File: src/rtl/dma_pkg.sv
// Shared definitions for the DMA channel arbiter: sizes, sense constants
// and the arbiter state encoding.
package dma_pkg;

    localparam int unsigned DMA_NCH  = 4;
    localparam int unsigned DMA_CH_W = 2;

    localparam logic DREQ_ACT_HIGH = 1'b0;
    localparam logic DREQ_ACT_LOW  = 1'b1;
    localparam logic DACK_ACT_LOW  = 1'b0;
    localparam logic DACK_ACT_HIGH = 1'b1;

    typedef enum logic [1:0] {
        IDLE = 2'd0,
        REQ  = 2'd1,
        SVC  = 2'd2,
        REL  = 2'd3
    } dma_state_e;

endpackage

File: src/rtl/dma_priority_encoder.sv
// Picks one requesting channel: lowest index in fixed mode, or the first
// requester after the last-served channel (wrapping) in rotating mode.
import dma_pkg::*;

module dma_priority_encoder #(
    parameter int unsigned NCH  = DMA_NCH,
    parameter int unsigned CH_W = DMA_CH_W
) (
    input  logic [NCH-1:0]  eff,
    input  logic [CH_W-1:0] last,
    input  logic            rotating,
    output logic [CH_W-1:0] winner,
    output logic            any_req
);

    logic [CH_W-1:0] sel;

    // Scan from lowest to highest priority so the highest-priority hit lands last.
    always_comb begin
        winner  = '0;
        sel     = '0;
        any_req = |eff;
        for (int unsigned k = NCH; k >= 1; k--) begin
            sel = rotating ? CH_W'((32'(last) + k) % NCH) : CH_W'(k - 1);
            if (eff[sel]) begin
                winner = sel;
            end
        end
    end

endmodule

File: src/rtl/dma_priority_arbiter.sv
// DMA channel arbiter: merges DREQ/software requests, arbitrates, and runs
// the HRQ/HLDA hold handshake before acknowledging the granted channel.
import dma_pkg::*;

module dma_priority_arbiter #(
    parameter int unsigned NCH  = DMA_NCH,
    parameter int unsigned CH_W = DMA_CH_W
) (
    input  logic            CLK,
    input  logic            Reset,
    input  logic [NCH-1:0]  DREQ,
    input  logic            DREQ_Sense,
    input  logic            DACK_Sense,
    input  logic [NCH-1:0]  SoftReq,
    input  logic [NCH-1:0]  Mask,
    input  logic            Rotating,
    input  logic            Disable,
    input  logic            HLDA,
    input  logic            Xfer_Done,
    input  logic            EOP,
    output logic            HRQ,
    output logic [NCH-1:0]  DACK,
    output logic [CH_W-1:0] Channel,
    output logic            Grant_Valid,
    output logic [NCH-1:0]  Clear_SoftReq
);

    dma_state_e      state;
    logic [NCH-1:0]  eff;
    logic [NCH-1:0]  dack_act;
    logic [CH_W-1:0] last;
    logic [CH_W-1:0] winner;
    logic            any_req;
    logic            done;

    // Software requests bypass the mask; hardware lines are normalised to active-high first.
    assign eff  = ((DREQ ^ {NCH{DREQ_Sense}}) & ~Mask) | SoftReq;
    assign done = Xfer_Done | EOP;

    dma_priority_encoder #(
        .NCH  (NCH),
        .CH_W (CH_W)
    ) u_prio (
        .eff      (eff),
        .last     (last),
        .rotating (Rotating),
        .winner   (winner),
        .any_req  (any_req)
    );

    always_ff @(posedge CLK or posedge Reset) begin
        if (Reset) begin
            state         <= IDLE;
            HRQ           <= 1'b0;
            Grant_Valid   <= 1'b0;
            Channel       <= '0;
            Clear_SoftReq <= '0;
            dack_act      <= '0;
            last          <= CH_W'(NCH - 1);
        end else begin
            Clear_SoftReq <= '0;
            case (state)
                IDLE: begin
                    if (!Disable && any_req) begin
                        Channel <= winner;
                        HRQ     <= 1'b1;
                        state   <= REQ;
                    end
                end
                REQ: begin
                    if (HLDA) begin
                        Grant_Valid <= 1'b1;
                        dack_act    <= NCH'(1) << Channel;
                        state       <= SVC;
                    end
                end
                SVC: begin
                    if (done) begin
                        HRQ           <= 1'b0;
                        Grant_Valid   <= 1'b0;
                        dack_act      <= '0;
                        Clear_SoftReq <= SoftReq[Channel] ? NCH'(1) << Channel : '0;
                        if (Rotating) begin
                            last <= Channel;
                        end
                        state <= REL;
                    end
                end
                REL: begin
                    if (!HLDA) begin
                        state <= IDLE;
                    end
                end
                default: state <= IDLE;
            endcase
        end
    end

    // Only the acknowledge polarity follows DACK_Sense without a register stage.
    assign DACK = (DACK_Sense == DACK_ACT_HIGH) ? dack_act : ~dack_act;

endmodule

File: config.mk
export PLATFORM = sky130hd
export DESIGN_NAME = dma_priority_arbiter
export DESIGN_NICKNAME = d
export VERILOG_FILES = /design/src/rtl/dma_pkg.sv /design/src/rtl/dma_priority_encoder.sv /design/src/rtl/dma_priority_arbiter.sv
export SDC_FILE = /design/constraint.sdc
export NUM_CORES = 1
export LEC_CHECK = 0
export ABC_AREA = 1
export CAP_MARGIN = 15
export CELL_PAD_IN_SITES_DETAIL_PLACEMENT = 0
export CELL_PAD_IN_SITES_GLOBAL_PLACEMENT = 2
export CORE_MARGIN = 2
export CORE_UTILIZATION = 26
export CTS_BUF_LIST = sky130_fd_sc_hd__clkbuf_2 sky130_fd_sc_hd__clkbuf_4 sky130_fd_sc_hd__clkbuf_8
export DETAILED_ROUTE_END_ITERATION = 8
export PLACE_DENSITY_LB_ADDON = 0.1
export RECOVER_POWER = 100
export SLEW_MARGIN = 20
export SYNTH_ARGS = -nofsm -noshare
export SYNTH_HDL_FRONTEND = slang
export SYNTH_HIERARCHICAL = 1
export SYNTH_SLANG_ARGS = --single-unit
File: constraint.sdc
create_clock -name CLK -period 1.7 [get_ports CLK]
set_input_delay 0.255 -clock CLK [delete_from_list [all_inputs] [get_ports CLK]]
set_output_delay 0.255 -clock CLK [all_outputs]
set_load 0.005 [all_outputs]
==> flow_metrics.env <==
export IMPL_status="completed"
export IMPL_cts_tree="built"
export IMPL_drive_above_1_share=0.1414
export IMPL_vias_per_cell=4.427
export IMPL_path_max_fanout=2
export IMPL_first_pass_iters=4
export IMPL_r2r_start="last[0]"
export IMPL_ctsRootBufferMaster="clkbuf_8"
export IMPL_ctsHoldBuffers=0
export IMPL_track_usage=0.1261
export IMPL_drv_slew=0
export IMPL_yosysWarnings=6
export IMPL_skew_ns=0.001670
export IMPL_finalNonFillerCells=248
export IMPL_die_h_um=69.34
export IMPL_drcViolationCount=0
export IMPL_overflow=0
export IMPL_clkLatencyLatePin_ns=0.25
export IMPL_cp_arrival_ns=1.35
export IMPL_ys_types=23
export IMPL_hpwl_mm=2.375
export IMPL_p_leak_uw=0.0008275
export IMPL_syn_nets=182
export IMPL_antenna_found_initial=0
export IMPL_synth_seq_cells=16
export IMPL_finalWeightedCongestion=0.7709
export IMPL_synth_seq_area_share=0.3630
export IMPL_hold_viol_final=0
export IMPL_dieArea_mm2=0.004807
export IMPL_rsz0062_at_grt="no"
export IMPL_io_pins=33
export IMPL_reg2reg_depth=11
export IMPL_synth_cells=157
export IMPL_setup_worst_path_start_class="flop"
export IMPL_setup_viol=0
export IMPL_cts_made_buffers=3
export IMPL_critical_path_class="reg2out"
export IMPL_cts_sinks=16
export IMPL_r2r_setup_slack_ns=0.15
export IMPL_fp_row_count=23
export IMPL_cp_end_kind="primary output"
export IMPL_dp_slack_ns=-0.3080
export IMPL_antenna_left=0
export IMPL_max_slew_margin=0.4037
export IMPL_vdd_drop_max_mv=0.4427
export IMPL_whs_path_depth=2
export IMPL_core_mm2=0.004058
export IMPL_synth_top_area_cell="dfrtp_1"
export IMPL_synth_area_mm2=0.001110
export IMPL_regToRegEndpoint="Channel[1]"
export IMPL_die_w_um=69.34
export IMPL_fin_ws_ns=0.09271
export IMPL_cts_max_path_buffers=2
export IMPL_portBuffers=32
export IMPL_fin_util=0.3950
export IMPL_path_clk_slew_ns=0.07
export IMPL_drt_iter0_markers=30
export IMPL_routed_wl_mm=2.810
export IMPL_min_to="Grant_Valid"
export IMPL_hp_class="reg2reg"
export IMPL_avgRoutedWirePerCell_um=11.33
export IMPL_fmax_mhz=622.2
export IMPL_fin_total_pwr_uw=2084
export IMPL_placed_cell_area_mm2=0.001536
export IMPL_grt_max_degree=17
export IMPL_power_density_mw_per_mm2=1300
export IMPL_period_share=0.9455
export IMPL_diodes=0
export IMPL_stdcell_area_mm2=0.001603
export IMPL_vias=1098
export IMPL_h_tree_depth=1
export IMPL_start_util=0.2735
export IMPL_area_growth_pct=44.42
export IMPL_nNetsFinal=224
export IMPL_synth_top_area_frac=0.3157
export IMPL_cap_violations=0
export IMPL_crit_required_ns=1.44
export IMPL_hold_start="Grant_Valid"
export IMPL_grt_pass1_wl_mm=4.988
export IMPL_grt_pass1_vias=1070
export IMPL_syn_avg_cell_area_um2=7.069
export IMPL_finalCriticalPeriod_ns=1.607
export IMPL_synth_area_top_cells="dfrtp_1 32%, nand2_1 18%, inv_1 7.4%"
export IMPL_place_inst=244
export IMPL_worstMarginPinSlew_ns=0.8945
-- cell usage after synthesis, drive strengths merged --
library cell / count
ha: 4
nor3: 2
nand4: 2
xnor2: 8
clkbuf: 1
o21ai: 13
nor2: 6
and2: 1
dfrtp: 14
dfstp: 2
nand2: 57
o21bai: 2
buf: 1
inv: 27
nand3: 15
nor4: 2
-- per-layer routing --
layer,up-vias,part of all wire,routed length (µm),GRT usage
met5,-,0,0,0
met4,0,0.0068,19,0.02614
met3,2,0.049,138,0.02616
met2,39,0.43,1220,0.2019
met1,487,0.51,1431,0.1752
li1,570,-,-,-
-- area by class of cell --
| class | count | area, µm² |
|---|---|---|
| flip-flops and latches | 16 | 402.9 |
| fillers | 441 | 2455 |
| repair buffers | 39 | 369.1 |
| multi-input cells | 112 | 611.8 |
| well taps | 50 | 62.56 |
| clock buffers | 4 | 55.05 |
| inverters | 27 | 101.3 |
-- power by group --
part	internal (µW)	leakage [µW]	switching, µW
clock	205	0.0000288	135
sequential	533	0.000206	132
combinational	489	0.000593	588
-- stage by stage --
stage / hold WS (ns) / TNS (ns)
3_5_place_dp: 0.4574 / -1.364
5_1_grt: 0.5173 / 0
4_1_cts: 0.3367 / 0
2_1_floorplan: 0.1673 / 0
3_3_place_gp: 0.4553 / -1.083
6_report: 0.4646 / 0
-- logic make-up (layout without fill, tap and decap cells) --
| kind of cell | after synthesis | in the layout | synth area share |
|---|---|---|---|
| adders and majority gates | 4 | 4 | 0.04510 |
| AOI/OAI and AO/OA | 15 | 15 | 0.07554 |
| and+or+nand+nor | 85 | 85 | 0.3540 |
| xor gates and xnor gates | 8 | 8 | 0.06314 |
| buffers and inverters | 29 | 70 | 0.09921 |
| DFF | 16 | 16 | 0.3630 |
-- worst max-delay path, cell delays in order (launching register included) --
cell	delay, ns
dfrtp_1	0.39
xnor2_1	0.14
dlygate4sd3_1	0.57
-- state kept, by name (all words and copies together), names as in the netlist --
name,flops
Channel,2
Clear_SoftReq,4
Grant_Valid,1
HRQ,1
dack_act,4
last,2
state,2
-- worst max path at each step --
stage | slack [ns] | to | from
6_report | 0.09 | DACK[0] | dack_act[0]
5_1_grt | 0.002 | Channel[0] | DREQ[2]
4_1_cts | 0.09 | Channel[0] | DREQ[0]
3_5_place_dp | -0.31 | Channel[0] | DREQ_Sense
3_3_place_gp | -0.27 | Channel[0] | DREQ_Sense
2_1_floorplan | 0.24 | Channel[0] | DREQ_Sense
-- cell usage in the layout (no fill, tap or decap) --
cell type        count
nand4_1              2
nand2_2              2
dlymetal6s2s_1       1
nand2_1             54
and2_4               1
o21ai_0              5
dfstp_2              2
dlygate4sd3_1       10
nand3_2              3
clkbuf_1             1
clkbuf_8             4
dfrtp_1             14
clkdlybuf4s50_1     19
dlygate4sd2_1        2
nor2_4               3
xnor2_1              8
inv_2                4
buf_4                6
o21ai_1              7
inv_1               23
nand2_4              1
ha_1                 4
nor3_1               2
nor2_1               2
nand3_1             12
o21bai_1             2
o21ai_2              1
nor2_2               1
nor4_1               2
-- what timing repair did --
action | in CTS | in global routing
pin swaps | 0 | 3
gates resized for setup | 2 | 6
buffers inserted | 0 | 0
setup endpoints to repair | 6 | 2
(Power assumes the default switching activity.)
